==> src/rtl/radio_rssi_sampler_pkg.sv <==
// Shared definitions for the RSSI sampler: sample width, sampler states and
// the averaging accumulator width.
package radio_rssi_sampler_pkg;

    localparam int unsigned RSSI_WIDTH = 10;

    typedef enum logic [1:0] {
        ST_IDLE    = 2'd0,
        ST_DISCARD = 2'd1,
        ST_RUN     = 2'd2
    } state_e;

    // Sum of 2^avg_log2 samples of RSSI_WIDTH bits never exceeds this width.
    function automatic int unsigned acc_width(input int unsigned avg_log2);
        return RSSI_WIDTH + avg_log2;
    endfunction

endpackage

==> src/rtl/radio_rssi_clkgen.sv <==
// RSSI ADC clock generator: free-running divider while enabled, registered
// 50% duty output clock, and a capture strobe on the generated falling edge.
module radio_rssi_clkgen #(
    parameter int unsigned C_CLK_DIV = 8
) (
    input  logic clk,
    input  logic rst,
    input  logic enable,
    output logic adc_clk,
    output logic capture
);

    localparam int unsigned HALF = C_CLK_DIV / 2;
    localparam int unsigned CW   = $clog2(C_CLK_DIV);

    logic [CW-1:0] cnt_q, cnt_d;
    logic          adc_clk_q, adc_clk_d;

    // Divider advance and clock level; both forced low when disabled.
    always_comb begin
        cnt_d     = '0;
        adc_clk_d = 1'b0;
        if (enable) begin
            cnt_d     = (cnt_q == CW'(C_CLK_DIV - 1)) ? '0 : cnt_q + 1'b1;
            adc_clk_d = (cnt_q < CW'(HALF));
        end
    end

    // Divider and clock output registers.
    always_ff @(posedge clk or posedge rst) begin
        if (rst) begin
            cnt_q     <= '0;
            adc_clk_q <= 1'b0;
        end else begin
            cnt_q     <= cnt_d;
            adc_clk_q <= adc_clk_d;
        end
    end

    // The edge that ends cnt == HALF is the one where adc_clk_q falls.
    assign capture = enable && (cnt_q == CW'(HALF));
    assign adc_clk = adc_clk_q;

endmodule

==> src/rtl/radio_rssi_sampler.sv <==
// RSSI sampler: drives the bridge RSSI ADC clock, captures samples on the
// generated falling edge, drops pipeline-fill samples after enable, and
// produces per-sample, block-average and peak-hold values.
module radio_rssi_sampler
    import radio_rssi_sampler_pkg::*;
#(
    parameter int unsigned C_CLK_DIV  = 8,
    parameter int unsigned C_AVG_LOG2 = 4,
    parameter int unsigned C_DISCARD  = 3
) (
    input  logic                  clk,
    input  logic                  reset,
    input  logic                  enable,
    input  logic                  clear_peak,
    output logic                  user_RSSI_ADC_clk,
    input  logic [RSSI_WIDTH-1:0] user_RSSI_ADC_D,
    output logic [RSSI_WIDTH-1:0] rssi_sample,
    output logic                  rssi_sample_valid,
    output logic [RSSI_WIDTH-1:0] rssi_avg,
    output logic                  rssi_avg_valid,
    output logic [RSSI_WIDTH-1:0] rssi_peak
);

    localparam int unsigned AW = acc_width(C_AVG_LOG2);

    state_e state_q, state_d;

    logic                  capture;
    logic                  accept;
    logic                  discarding;
    logic                  starting;

    logic [3:0]            disc_q, disc_d;
    logic [AW-1:0]         acc_q, acc_d;
    logic [AW-1:0]         sum;
    logic [C_AVG_LOG2-1:0] blk_q, blk_d;
    logic [RSSI_WIDTH-1:0] sample_q, sample_d;
    logic                  sample_valid_q, sample_valid_d;
    logic [RSSI_WIDTH-1:0] avg_q, avg_d;
    logic                  avg_valid_q, avg_valid_d;
    logic [RSSI_WIDTH-1:0] peak_q, peak_d;

    radio_rssi_clkgen #(
        .C_CLK_DIV (C_CLK_DIV)
    ) u_clkgen (
        .clk     (clk),
        .rst     (reset),
        .enable  (enable),
        .adc_clk (user_RSSI_ADC_clk),
        .capture (capture)
    );

    // State register.
    always_ff @(posedge clk or posedge reset) begin
        if (reset) begin
            state_q <= ST_IDLE;
        end else begin
            state_q <= state_d;
        end
    end

    // Next state: enable low always returns to idle on the next edge.
    always_comb begin
        state_d = state_q;
        if (!enable) begin
            state_d = ST_IDLE;
        end else begin
            case (state_q)
                ST_IDLE:    state_d = (C_DISCARD == 0) ? ST_RUN : ST_DISCARD;
                ST_DISCARD: if (capture && disc_q == 4'd1) state_d = ST_RUN;
                ST_RUN:     state_d = ST_RUN;
                default:    state_d = ST_IDLE;
            endcase
        end
    end

    // FSM outputs: qualify the capture strobe by state.
    always_comb begin
        accept     = capture && (state_q == ST_RUN);
        discarding = capture && (state_q == ST_DISCARD);
        starting   = enable  && (state_q == ST_IDLE);
    end

    // Datapath next values: discard count, accumulator, sample/avg/peak.
    always_comb begin
        disc_d         = disc_q;
        acc_d          = acc_q;
        blk_d          = blk_q;
        sample_d       = sample_q;
        sample_valid_d = 1'b0;
        avg_d          = avg_q;
        avg_valid_d    = 1'b0;
        peak_d         = peak_q;
        sum            = acc_q + AW'(user_RSSI_ADC_D);

        if (state_q == ST_IDLE) begin
            disc_d = 4'(C_DISCARD);
            acc_d  = '0;
            blk_d  = '0;
        end else if (discarding) begin
            disc_d = disc_q - 4'd1;
        end

        if (accept) begin
            sample_d       = user_RSSI_ADC_D;
            sample_valid_d = 1'b1;
            if (blk_q == '1) begin
                avg_d       = RSSI_WIDTH'(sum >> C_AVG_LOG2);
                avg_valid_d = 1'b1;
                acc_d       = '0;
                blk_d       = '0;
            end else begin
                acc_d = sum;
                blk_d = blk_q + 1'b1;
            end
        end

        // A clear coinciding with an accepted sample leaves just that sample.
        if (starting) begin
            peak_d = '0;
        end else if (clear_peak) begin
            peak_d = accept ? user_RSSI_ADC_D : '0;
        end else if (accept && (user_RSSI_ADC_D > peak_q)) begin
            peak_d = user_RSSI_ADC_D;
        end
    end

    // Datapath registers.
    always_ff @(posedge clk or posedge reset) begin
        if (reset) begin
            disc_q         <= 4'(C_DISCARD);
            acc_q          <= '0;
            blk_q          <= '0;
            sample_q       <= '0;
            sample_valid_q <= 1'b0;
            avg_q          <= '0;
            avg_valid_q    <= 1'b0;
            peak_q         <= '0;
        end else begin
            disc_q         <= disc_d;
            acc_q          <= acc_d;
            blk_q          <= blk_d;
            sample_q       <= sample_d;
            sample_valid_q <= sample_valid_d;
            avg_q          <= avg_d;
            avg_valid_q    <= avg_valid_d;
            peak_q         <= peak_d;
        end
    end

    assign rssi_sample       = sample_q;
    assign rssi_sample_valid = sample_valid_q;
    assign rssi_avg          = avg_q;
    assign rssi_avg_valid    = avg_valid_q;
    assign rssi_peak         = peak_q;

endmodule

==> config.mk <==
export PLATFORM = sky130hd
export DESIGN_NAME = radio_rssi_sampler
export DESIGN_NICKNAME = d
export VERILOG_FILES = /design/src/rtl/radio_rssi_sampler_pkg.sv /design/src/rtl/radio_rssi_clkgen.sv /design/src/rtl/radio_rssi_sampler.sv
export SDC_FILE = /design/constraint.sdc
export NUM_CORES = 1
export LEC_CHECK = 0
export ABC_AREA = 1
export CELL_PAD_IN_SITES_DETAIL_PLACEMENT = 1
export CELL_PAD_IN_SITES_GLOBAL_PLACEMENT = 2
export CORE_MARGIN = 2
export CORE_UTILIZATION = 29
export DETAILED_ROUTE_END_ITERATION = 8
export HOLD_SLACK_MARGIN = 0.1
export PLACE_DENSITY = 0.86
export SLEW_MARGIN = 20
export SYNTH_ARGS = -nofsm -noshare
export SYNTH_HDL_FRONTEND = slang
export SYNTH_HIERARCHICAL = 1
export SYNTH_SLANG_ARGS = --single-unit
export TNS_END_PERCENT = 1
==> constraint.sdc <==
create_clock -name clk -period 1.6 [get_ports clk]
set_clock_uncertainty 0.05 [all_clocks]
set_input_delay 0.32 -clock clk [delete_from_list [all_inputs] [get_ports clk]]
set_output_delay 0.32 -clock clk [all_outputs]
set_load 0.01 [all_outputs]
==> results of run 1 <==
[cell usage after synthesis, drive strengths merged]
cell	number
nor2	36
dfstp	2
o21ai	15
nand4	5
a21o	3
and2	2
nor3	6
o21bai	1
clkbuf	1
nand3	39
dfrtp	58
xnor2	3
a22o	3
nand3b	1
a31oi	1
a21oi	9
or2	2
nor4	1
ha	30
inv	55
xor2	3
nand2	167
fa	1
buf	7
[area by class of cell]
class / instances / area [sq um]
clock inverter: 5 / 75.1
timing repair buffer: 113 / 983
tap: 147 / 184
clock buffer: 11 / 243
multi-input combinational: 328 / 2000
sequential: 60 / 1500
fill: 1416 / 6650
inverter: 55 / 215
[final timing paths]
check | start | cells past startpoint | to | slack, ns
min in group clk | user_RSSI_ADC_D[8] | 3 | rssi_sample[8] | 0.43
hold / removal | reset | 2 | u_clkgen/cnt_q[2] | 0.20
setup reg to reg | acc_q[2] | 8 | rssi_avg[3] | -0.08
max in group asynchronous | reset | 3 | disc_q[0] | 0.81
setup / recovery | acc_q[2] | 8 | rssi_avg[3] | -0.08
hold reg to reg | rssi_avg[7] | 2 | rssi_avg[7] | 0.43
[layer usage]
layer  vias up  routed length [microns]  GRT usage, %
li1       1666                        -             -
met2        36                     5450          31.8
met4         0                      123          4.63
met3        10                      292          4.46
met5         -                        0             0
met1      1619                     4690          21.0
[flip-flops by register name (all words and copies together) (netlist names), 2 cells and up]
register        count
blk_q               4
disc_q              4
state_q             2
rssi_sample        10
rssi_avg           10
u_clkgen/cnt_q      3
rssi_peak          10
acc_q              14
[cell usage in the layout, fill, tap and decap left out, types with 8 or more instances in the layout]
| cell type | Yosys | routed |
|---|---|---|
| sky130_fd_sc_hd__buf_4 | 4 | 59 |
| sky130_fd_sc_hd__dfrtp_1 | 58 | 58 |
| sky130_fd_sc_hd__ha_1 | 30 | 20 |
| sky130_fd_sc_hd__inv_1 | 52 | 47 |
| sky130_fd_sc_hd__nand2_2 | 7 | 9 |
| sky130_fd_sc_hd__nand2_1 | 160 | 152 |
| sky130_fd_sc_hd__clkbuf_16 | 0 | 9 |
| sky130_fd_sc_hd__dlygate4sd2_1 | 0 | 37 |
| sky130_fd_sc_hd__ha_4 | 0 | 8 |
| sky130_fd_sc_hd__nand3_1 | 39 | 35 |
| sky130_fd_sc_hd__nor2_1 | 32 | 25 |
[where the power goes]
group	switching, uW	internal, uW
logic	833	691
registers	77.9	1650
clock network	732	1400
total	1640	3740
[metrics by stage]
stage                     worst slack, ns  power [uW]
after floorplan                   -0.0885        2460
after global placement             -0.608        3110
after detailed placement           -0.641        3180
after CTS                          -0.116        5380
after global routing               -0.177        5710
final                             -0.0788        5380
[timing repair]
action,4_1_cts,5_1_grt
buffers inserted,7,5
pin swaps,15,11
gates resized for setup,72,38
endpoints found under the setup margin,68,55
[worst register-to-register path, cell delays in order (launching register included)]
cell and delay [ns]:
sky130_fd_sc_hd__dfrtp_1 0.41, sky130_fd_sc_hd__ha_4 0.23, sky130_fd_sc_hd__or2_4 0.25, sky130_fd_sc_hd__and2_4 0.18, sky130_fd_sc_hd__nand2_1 0.07, sky130_fd_sc_hd__nand2_2 0.07, sky130_fd_sc_hd__xor2_2 0.18, sky130_fd_sc_hd__nand2_1 0.06
sky130_fd_sc_hd__nand2_1 0.05
[kinds of logic after synthesis]
logic type / count (synthesis)
flip-flops: 60
AO/OA/AOI/OAI: 32
XOR/XNOR: 6
buffers and inverters: 63
adder cells (fa/ha/maj): 31
AND/OR/NAND/NOR: 259
==> tab_implementation.tex, run 1 <==
\begin{tabular}{lr}
\hline
Metric & Value \\
\hline
\multicolumn{2}{l}{\textbf{Status}} \\
Status & complete, but fails checks \\
Failing checks & negative setup slack \\
\multicolumn{2}{l}{\textbf{Worst setup path}} \\
Highest fanout seen on the critical path & 4 \\
Peak per-stage delay on the critical path & 0.41 ns \\
Critical path buffer and inverter count & 0 \\
Nature of the critical path startpoint & flip-flop \\
Crit path max-delay family & simple AND/OR/NAND/NOR gates \\
Required @ worst endpoint & 1.77 ns \\
Slowest cell on the critical path & sky130\_fd\_sc\_hd\_\_dfrtp\_1 \\
Cell repeated most along the worst path & sky130\_fd\_sc\_hd\_\_nand2\_1 \\
Kind of end point of the critical path & flip-flop \\
Arrival @ worst endpoint & 1.85 ns \\
Critical path, cell by cell & ha\_4 > or2\_4 > and2\_4 > nand2\_1 > nand2\_2 > xor2\_2 > nand2\_1 > nand2\_1 \\
Type of the worst setup path & reg -> reg \\
\multicolumn{2}{l}{\textbf{Place}} \\
Quantity of I/O buffers inserted on ports & 46 \\
GPL Wtd Cong & 0.818 \\
\# placed instances & 694 \\
Placed cell areas & 4550 sq um \\
DP HPWL & 7710 microns \\
\multicolumn{2}{l}{\textbf{Timing}} \\
Max\_slew headroom & 78.4\% \\
Number of slew-limit violations in the final report & 0 \\
Setup total negative slack & -0.674 ns \\
Hold Fails Final Rpt & 0 \\
Worst hold-check slack & 0.201 ns \\
Final critical delay including setup and external delays & 1.68 ns \\
Post-route fraction of the period consumed by the critical path & 105\% \\
Setup repair after global routing missed its margin & true \\
Final worst setup slack & -0.0788 ns \\
Timing-limited maximum frequency & 596 MHz \\
Measured slew at the worst slew-check pin & 0.323 ns \\
Final setup violation count & 25 \\
\multicolumn{2}{l}{\textbf{Final layout}} \\
Final antenna diode count & 0 \\
Signed area change from the synthesized netlist to the final layout & 49.2\% \\
NumNets Final & 612 \\
Share of layout cells above drive strength 1 & 25.5\% \\
Non-filler instance count after layout & 719 \\
Final Instance Area & 5210 sq um \\
Post-Route Utilization & 43.9\% \\
\multicolumn{2}{l}{\textbf{CTS}} \\
Worst-skew pair later-pin latency & 0.34 ns \\
Maximum level of the CTS H-tree & 3 \\
Root buf cell & sky130\_fd\_sc\_hd\_\_clkbuf\_16 \\
Sinks on Clock Net & 60 \\
CTS tree & yes \\
Number of buffers inserted for hold repair after clock tree synthesis & 0 \\
Clock slew seen by the registers of the worst setup and hold paths & 0.06 ns \\
Bufs on Longest Clock Path & 2 \\
Number of buffers created by CTS & 9 \\
\multicolumn{2}{l}{\textbf{Power}} \\
IR drop worst, VDD & 0.000454 V \\
Leakage power summed over all cells & 0.00287 uW \\
Power density over cell area & 1030 nW/um\^{}2 \\
\multicolumn{2}{l}{\textbf{Die}} \\
X dimension of the die & 114 microns \\
Number of cell rows & 40 \\
Effective utilization at floorplan & 29.4\% \\
Die outline area & 12900 sq um \\
Die extent in y & 114 microns \\
Core Box Area & 11900 sq um \\
IO Pins & 47 \\
\multicolumn{2}{l}{\textbf{Yosys}} \\
Post-Synth XOR/XNOR Area & 1.51\% \\
Number of nets produced by synthesis & 496 \\
Cell taking the most area after synthesis & sky130\_fd\_sc\_hd\_\_dfrtp\_1 \\
Mux contribution to synthesized area & 0\% \\
Number of warnings issued by yosys & 6 \\
Dominant combinational cell family by area after synthesis & simple AND/OR/NAND/NOR gates \\
Flip-flop and latch count after synthesis & 60 \\
Synth top area cells & sky130\_fd\_sc\_hd\_\_dfrtp\_1 42\%, sky130\_fd\_sc\_hd\_\_nand2\_1 17\%, sky130\_fd\_sc\_hd\_\_ha\_1 11\% \\
Fraction of the mapped netlist area in simple logic gates & 31.4\% \\
Adder and majority gate portion of the synthesized area & 11.3\% \\
Post-synthesis instance total & 451 \\
Combined area of all synthesized cells & 3490 sq um \\
Average cell area after synthesis & 7.74 sq um \\
Area share of the leading cell type in the synthesized netlist & 41.6\% \\
Fraction of the yosys area taken by sequential cells & 43.1\% \\
Unique masters post-synth & 33 \\
Compound-cell area share of the yosys netlist & 5.34\% \\
\multicolumn{2}{l}{\textbf{Route}} \\
Routed length per placed instance & 14.7 microns \\
First-pass DRT Iterations & 4 \\
Total wirelength of the detailed-routed design & 10600 microns \\
Vias per inst & 4.63 \\
Count of vias placed by the detailed router & 3331 \\
Initial DRC Count & 99 \\
Number of remaining DRC errors & 0 \\
Number of routed nets with antenna violations & 0 \\
\multicolumn{2}{l}{\textbf{Global route}} \\
Residual overflow from global routing & 0 \\
Initial antenna violation count & 0 \\
GRT Util Overall & 17.7\% \\
Pin count of the biggest net entering global routing & 57 \\
Wire length of the first global-routing pass & 17700 microns \\
Vias in the first global route & 3705 \\
\multicolumn{2}{l}{\textbf{Min path}} \\
Min-delay worst type & in -> async \\
\multicolumn{2}{l}{\textbf{Run}} \\
Max cap viols & 0 \\
\hline
\end{tabular}
No activity file was read; power rests on OpenSTA's default activity.
==> run 2, diff against run 1 <==
Settings changed: GPL_TIMING_DRIVEN set to 0.
==> run 2 against run 1 <==
- total power down 3.4%
- combinational power down 3%
- largest cell class unchanged
- sequential share of layout area up 1.3 points
- non-clock buffer count down 46
- maximum frequency down 1.9%
- the run still ends with negative setup slack left
- hold slack better by 0.0014 ns
==> tab_implementation.tex, run 2 (synthesis gave the netlist of run 1 again) <==
\begin{tabular}{lr}
\hline
Metric & Value \\
\hline
\multicolumn{2}{l}{\textbf{Status}} \\
Status & complete, but fails checks \\
Failing checks & negative setup slack \\
\multicolumn{2}{l}{\textbf{CTS}} \\
Worst-skew pair later-pin latency & 0.35 ns \\
Maximum level of the CTS H-tree & 3 \\
Number of buffers created by CTS & 9 \\
Root buf cell & sky130\_fd\_sc\_hd\_\_clkbuf\_16 \\
Sinks on Clock Net & 60 \\
Clock slew seen by the registers of the worst setup and hold paths & 0.06 ns \\
CTS tree & yes \\
Bufs on Longest Clock Path & 2 \\
Number of buffers inserted for hold repair after clock tree synthesis & 0 \\
\multicolumn{2}{l}{\textbf{Power}} \\
Total power after layout & 5200 uW \\
IR drop worst, VDD & 0.000485 V \\
Power density over cell area & 1040 nW/um\^{}2 \\
Leakage power summed over all cells & 0.00262 uW \\
\multicolumn{2}{l}{\textbf{Timing}} \\
Post-route fraction of the period consumed by the critical path & 107\% \\
Max\_slew headroom & 75.3\% \\
Final worst setup slack & -0.111 ns \\
Final critical delay including setup and external delays & 1.71 ns \\
Final setup violation count & 26 \\
Timing-limited maximum frequency & 584 MHz \\
Hold Fails Final Rpt & 0 \\
Number of slew-limit violations in the final report & 0 \\
Measured slew at the worst slew-check pin & 0.371 ns \\
Setup repair after global routing missed its margin & true \\
\multicolumn{2}{l}{\textbf{Route}} \\
Vias per inst & 4.73 \\
Routed length per placed instance & 15.6 microns \\
Number of remaining DRC errors & 0 \\
Initial DRC Count & 104 \\
Total wirelength of the detailed-routed design & 10500 microns \\
Count of vias placed by the detailed router & 3188 \\
First-pass DRT Iterations & 4 \\
Number of routed nets with antenna violations & 0 \\
\multicolumn{2}{l}{\textbf{Global route}} \\
Vias in the first global route & 3331 \\
Wire length of the first global-routing pass & 17000 microns \\
Pin count of the biggest net entering global routing & 25 \\
GRT Util Overall & 17.1\% \\
Initial antenna violation count & 0 \\
Residual overflow from global routing & 0 \\
\multicolumn{2}{l}{\textbf{Final layout}} \\
Most frequent cells in the layout & 146 x sky130\_fd\_sc\_hd\_\_nand2\_1, 58 x sky130\_fd\_sc\_hd\_\_dfrtp\_1, 43 x sky130\_fd\_sc\_hd\_\_inv\_1 \\
Most flops, register & acc\_q \\
Non-filler instance count after layout & 674 \\
Final antenna diode count & 0 \\
Fill cell total of the finished layout & 1384 \\
Most common library cell in the layout ignoring fill and taps & sky130\_fd\_sc\_hd\_\_nand2\_1 \\
Area taken by multi-input logic gates & 2160 sq um \\
FF+latch area & 1500 sq um \\
NumNets Final & 567 \\
Flip-flop count of the largest register, all copies and words added & 14 \\
Signed area change from the synthesized netlist to the final layout & 43.0\% \\
Share of layout cells above drive strength 1 & 22.8\% \\
\multicolumn{2}{l}{\textbf{Die}} \\
IO Pins & 47 \\
Effective utilization at floorplan & 29.4\% \\
Core Box Area & 11900 sq um \\
Die extent in y & 114 microns \\
X dimension of the die & 114 microns \\
Die outline area & 12900 sq um \\
Number of cell rows & 40 \\
\multicolumn{2}{l}{\textbf{Place}} \\
\# placed instances & 646 \\
DP HPWL & 7350 microns \\
GPL Wtd Cong & 0.799 \\
Quantity of I/O buffers inserted on ports & 46 \\
Setup Slack @ Placement & -0.738 ns \\
\multicolumn{2}{l}{\textbf{Worst setup path}} \\
Cell repeated most along the worst path & sky130\_fd\_sc\_hd\_\_nand3\_1 \\
Arrival @ worst endpoint & 1.89 ns \\
Crit path max-delay family & simple AND/OR/NAND/NOR gates \\
Slowest cell on the critical path & sky130\_fd\_sc\_hd\_\_dfrtp\_1 \\
Required @ worst endpoint & 1.78 ns \\
Peak per-stage delay on the critical path & 0.37 ns \\
Highest fanout seen on the critical path & 5 \\
Type of the worst setup path & reg -> reg \\
Critical path buffer and inverter count & 2 \\
Kind of end point of the critical path & flip-flop \\
Critical path, cell by cell & inv\_1 > ha\_1 > nand2\_2 > nor2\_4 > nand3\_1 > nand3\_2 > nand2\_4 > buf\_6 > nand3\_1 > nand2\_1 \\
Nature of the critical path startpoint & flip-flop \\
\multicolumn{2}{l}{\textbf{Min path}} \\
Min-delay worst type & in -> async \\
\multicolumn{2}{l}{\textbf{Run}} \\
Max cap viols & 0 \\
\hline
\end{tabular}
==> run 2: layout make-up <==
class / count / area share, %
multi-input combinational: 329 / 43.3
inverter: 55 / 4.36
buffer: 8 / 1.60
timing repair buffer: 59 / 10.9
tap: 147 / 3.69
clock buffer: 14 / 5.29
clock inverter: 2 / 0.702
sequential: 60 / 30.1
==> run 2: metal layers <==
metal / track usage, % / vias to the layer above / routed length [microns]
met5: 0 / - / 0
met4: 7.80 / 0 / 212
met3: 3.67 / 14 / 283
met2: 28.6 / 42 / 5340
met1: 21.2 / 1557 / 4670
li1: - / 1575 / -
==> run 2: what timing repair did <==
item                                    4_1_cts  5_1_grt
endpoints found under the setup margin       80       39
gates resized for setup                      84       62
buffers inserted                              2        8
pin swaps                                     9       21
gates cloned                                  0        2
==> run 2: through the flow <==
stage                     util, %  cell area [sq um]  hold slack [ns]  setup TNS [ns]
after floorplan                 -               3490           0.0361          -0.394
after global placement       34.9               4140            0.391          -44.88
after detailed placement     35.3               4190            0.409          -34.38
after CTS                    39.4               4680            0.201           -1.88
after global routing         42.1               4990            0.235           -4.56
final                        42.1               4990            0.202           -1.25
==> run 2: final timing paths <==
| check | depth (start not counted) | startpoint | end | slack [ns] |
|---|---|---|---|---|
| min reg2reg | 2 | rssi_avg[3] | rssi_avg[3] | 0.42 |
| max in group asynchronous | 4 | reset | disc_q[0] | 0.53 |
| max reg2reg | 10 | rssi_peak[6] | rssi_peak[0] | -0.11 |
| max | 10 | rssi_peak[6] | rssi_peak[0] | -0.11 |
| min in group clk | 3 | user_RSSI_ADC_D[2] | rssi_sample[2] | 0.29 |
| min | 2 | reset | u_clkgen/cnt_q[1] | 0.20 |
==> run 2: power breakdown <==
group | total, uW | switching [uW] | internal [uW]
combinational | 1470 | 871 | 598
clock | 1970 | 684 | 1290
sequential | 1760 | 106 | 1660
total | 5200 | 1660 | 3540
==> run 3, diff against run 2 <==
Settings changed: CTS_BUF_LIST set to sky130_fd_sc_hd__clkbuf_8 sky130_fd_sc_hd__clkbuf_16, SLEW_MARGIN 20 to unset.
==> run 3 against run 2 <==
- hold slack improved by 0.0045 ns
- clock power is essentially flat
- maximum frequency grew 1.5%
- the run still ends with negative setup slack left
- worst setup slack better by 0.025 ns
- global-route usage down 0.94 points
- via count down 0.60%
- largest cell class unchanged
- die area is the same
- routed wire length is 3.6% lower
- critical path depth shrank 1
==> tab_implementation.tex, run 3 (synthesis gave the netlist of run 1 again) <==
\begin{tabular}{lr}
\hline
Metric & Value \\
\hline
\multicolumn{2}{l}{\textbf{Route}} \\
Routed length per placed instance & 14.9 microns \\
Number of remaining DRC errors & 0 \\
First-pass DRT Iterations & 4 \\
Vias per inst & 4.67 \\
Number of routed nets with antenna violations & 0 \\
Total wirelength of the detailed-routed design & 10100 microns \\
Count of vias placed by the detailed router & 3169 \\
Initial DRC Count & 89 \\
\multicolumn{2}{l}{\textbf{Die}} \\
Die extent in y & 114 microns \\
Number of cell rows & 40 \\
Core Box Area & 11900 sq um \\
Die outline area & 12900 sq um \\
IO Pins & 47 \\
Effective utilization at floorplan & 29.4\% \\
X dimension of the die & 114 microns \\
\multicolumn{2}{l}{\textbf{Final layout}} \\
Flip-flop count of the largest register, all copies and words added & 14 \\
Signed area change from the synthesized netlist to the final layout & 42.1\% \\
Final antenna diode count & 0 \\
Fill cell total of the finished layout & 1402 \\
Share of layout cells above drive strength 1 & 22.4\% \\
NumNets Final & 572 \\
Most flops, register & acc\_q \\
Most common library cell in the layout ignoring fill and taps & sky130\_fd\_sc\_hd\_\_nand2\_1 \\
Most frequent cells in the layout & 150 x sky130\_fd\_sc\_hd\_\_nand2\_1, 58 x sky130\_fd\_sc\_hd\_\_dfrtp\_1, 46 x sky130\_fd\_sc\_hd\_\_inv\_1 \\
\multicolumn{2}{l}{\textbf{CTS}} \\
Sinks on Clock Net & 60 \\
CTS tree & yes \\
Number of buffers inserted for hold repair after clock tree synthesis & 0 \\
Clock slew seen by the registers of the worst setup and hold paths & 0.06 ns \\
Maximum level of the CTS H-tree & 3 \\
Root buf cell & sky130\_fd\_sc\_hd\_\_clkbuf\_16 \\
Bufs on Longest Clock Path & 2 \\
Worst-skew pair later-pin latency & 0.34 ns \\
Number of buffers created by CTS & 9 \\
\multicolumn{2}{l}{\textbf{Power}} \\
Net Sw Frac & 32.4\% \\
IR drop worst, VDD & 0.000491 V \\
Power density over cell area & 1050 nW/um\^{}2 \\
Clock network fraction of design power & 38.2\% \\
Combinational cell fraction of total power & 28.1\% \\
Leakage power summed over all cells & 0.00262 uW \\
Total power after layout & 5210 uW \\
Power spent charging and discharging nets & 1690 uW \\
Internal cell power & 3520 uW \\
Share of power burned in registers & 33.6\% \\
\multicolumn{2}{l}{\textbf{Min path}} \\
Min-delay worst type & in -> async \\
\multicolumn{2}{l}{\textbf{Timing}} \\
Final setup violation count & 22 \\
Final critical delay including setup and external delays & 1.69 ns \\
Timing-limited maximum frequency & 593 MHz \\
Measured slew at the worst slew-check pin & 0.671 ns \\
Setup total negative slack & -0.631 ns \\
Number of slew-limit violations in the final report & 0 \\
Max\_slew headroom & 55.2\% \\
Final worst setup slack & -0.0854 ns \\
Hold Fails Final Rpt & 0 \\
Post-route fraction of the period consumed by the critical path & 105\% \\
Setup repair after global routing missed its margin & true \\
\multicolumn{2}{l}{\textbf{Global route}} \\
Wire length of the first global-routing pass & 16200 microns \\
Initial antenna violation count & 0 \\
Vias in the first global route & 3264 \\
GRT Util Overall & 16.2\% \\
Pin count of the biggest net entering global routing & 57 \\
Residual overflow from global routing & 0 \\
\multicolumn{2}{l}{\textbf{Worst setup path}} \\
Arrival @ worst endpoint & 1.87 ns \\
Nature of the critical path startpoint & flip-flop \\
Required @ worst endpoint & 1.78 ns \\
Type of the worst setup path & reg -> reg \\
Beginning of the critical path & acc\_q[0] \\
Kind of end point of the critical path & flip-flop \\
Startpoint of the lowest-slack register-to-register path & acc\_q[0] \\
Highest fanout seen on the critical path & 4 \\
\multicolumn{2}{l}{\textbf{Place}} \\
DP HPWL & 7000 microns \\
Quantity of I/O buffers inserted on ports & 46 \\
GPL Wtd Cong & 0.799 \\
\multicolumn{2}{l}{\textbf{Status}} \\
Failing checks & negative setup slack \\
Status & complete, but fails checks \\
\multicolumn{2}{l}{\textbf{Run}} \\
Max cap viols & 0 \\
\hline
\end{tabular}
-- run 3: changes by cell type in the layout (fill, tap and decap cells not counted), moves of 3 or more --
cell / change
sky130_fd_sc_hd__buf_4: +8
sky130_fd_sc_hd__clkbuf_1: -3
sky130_fd_sc_hd__ha_1: +3
sky130_fd_sc_hd__ha_4: -3
sky130_fd_sc_hd__inv_1: +3
sky130_fd_sc_hd__inv_2: -3
sky130_fd_sc_hd__nand2_1: +4
sky130_fd_sc_hd__nand2_2: -4
-- run 3: final timing paths --
kind	to	slack, ns	cells after the start
max in group asynchronous	disc_q[0]	0.47	3
min in group clk	rssi_sample[2]	0.27	3
max reg2reg	rssi_avg[2]	-0.09	9
max	rssi_avg[2]	-0.09	9
min	u_clkgen/cnt_q[0]	0.21	2
min reg2reg	rssi_avg[4]	0.43	2
-- run 3: metrics by stage --
stage	worst slack, ns	utilization [%]	area [sq um]	std cells	hold slack (ns)
floorplan	-0.0885	-	3490	451	0.0361
global placement	-0.719	34.9	4140	644	0.391
detailed placement	-0.736	34.9	4140	644	0.405
CTS	-0.121	39.3	4660	664	0.198
global route	-0.181	41.8	4960	679	0.222
finish	-0.0854	41.8	4960	679	0.206
-- run 3: per-layer routing --
| metal | global-route usage [%] | up-vias | share of wire (%) |
|---|---|---|---|
| met1 | 20.2 | 1537 | 45 |
| li1 | - | 1576 | - |
| met3 | 3.72 | 11 | 3.2 |
| met4 | 6.34 | 0 | 1.7 |
| met2 | 27.1 | 45 | 50 |
| met5 | 0 | - | 0 |
-- run 3: power groups by stage --
stage	Sequential (uW)	Combinational, uW	Clock [uW]
floorplan	1800	653	0
global placement	1770	1150	0
detailed placement	1780	1190	0
CTS	1750	1220	2040
global route	1770	1620	2100
finish	1750	1470	1990
-- run 3: cell type report --
| class | count | area (sq um) | share of cell area (%) |
|---|---|---|---|
| multi-input cells | 329 | 2120 | 42.6 |
| flip-flops and latches | 60 | 1500 | 30.3 |
| repair buffers | 64 | 551 | 11.1 |
| clock buffers | 10 | 239 | 4.82 |
| inverters | 55 | 220 | 4.44 |
| well taps | 147 | 184 | 3.71 |
| plain buffers | 8 | 83.8 | 1.69 |
| clock inverters | 6 | 63.8 | 1.29 |
-- run 3: what timing repair did --
item / CTS / global route
gates resized for setup: 87 / 55
cloned: 0 / 2
buffers inserted: 4 / 12
setup endpoints to repair: 82 / 49
pin swaps: 13 / 21
-- run 3: worst max-delay path: stages, from the launching register on --
cell and delay, ns:
sky130_fd_sc_hd__dfrtp_1 0.41, sky130_fd_sc_hd__ha_4 0.18, sky130_fd_sc_hd__fa_2 0.36, sky130_fd_sc_hd__nand3_2 0.09, sky130_fd_sc_hd__nand2_4 0.08, sky130_fd_sc_hd__nand3_2 0.08, sky130_fd_sc_hd__nand2_2 0.07, sky130_fd_sc_hd__xor2_2 0.15
sky130_fd_sc_hd__nand2_1 0.06, sky130_fd_sc_hd__nand2_1 0.05
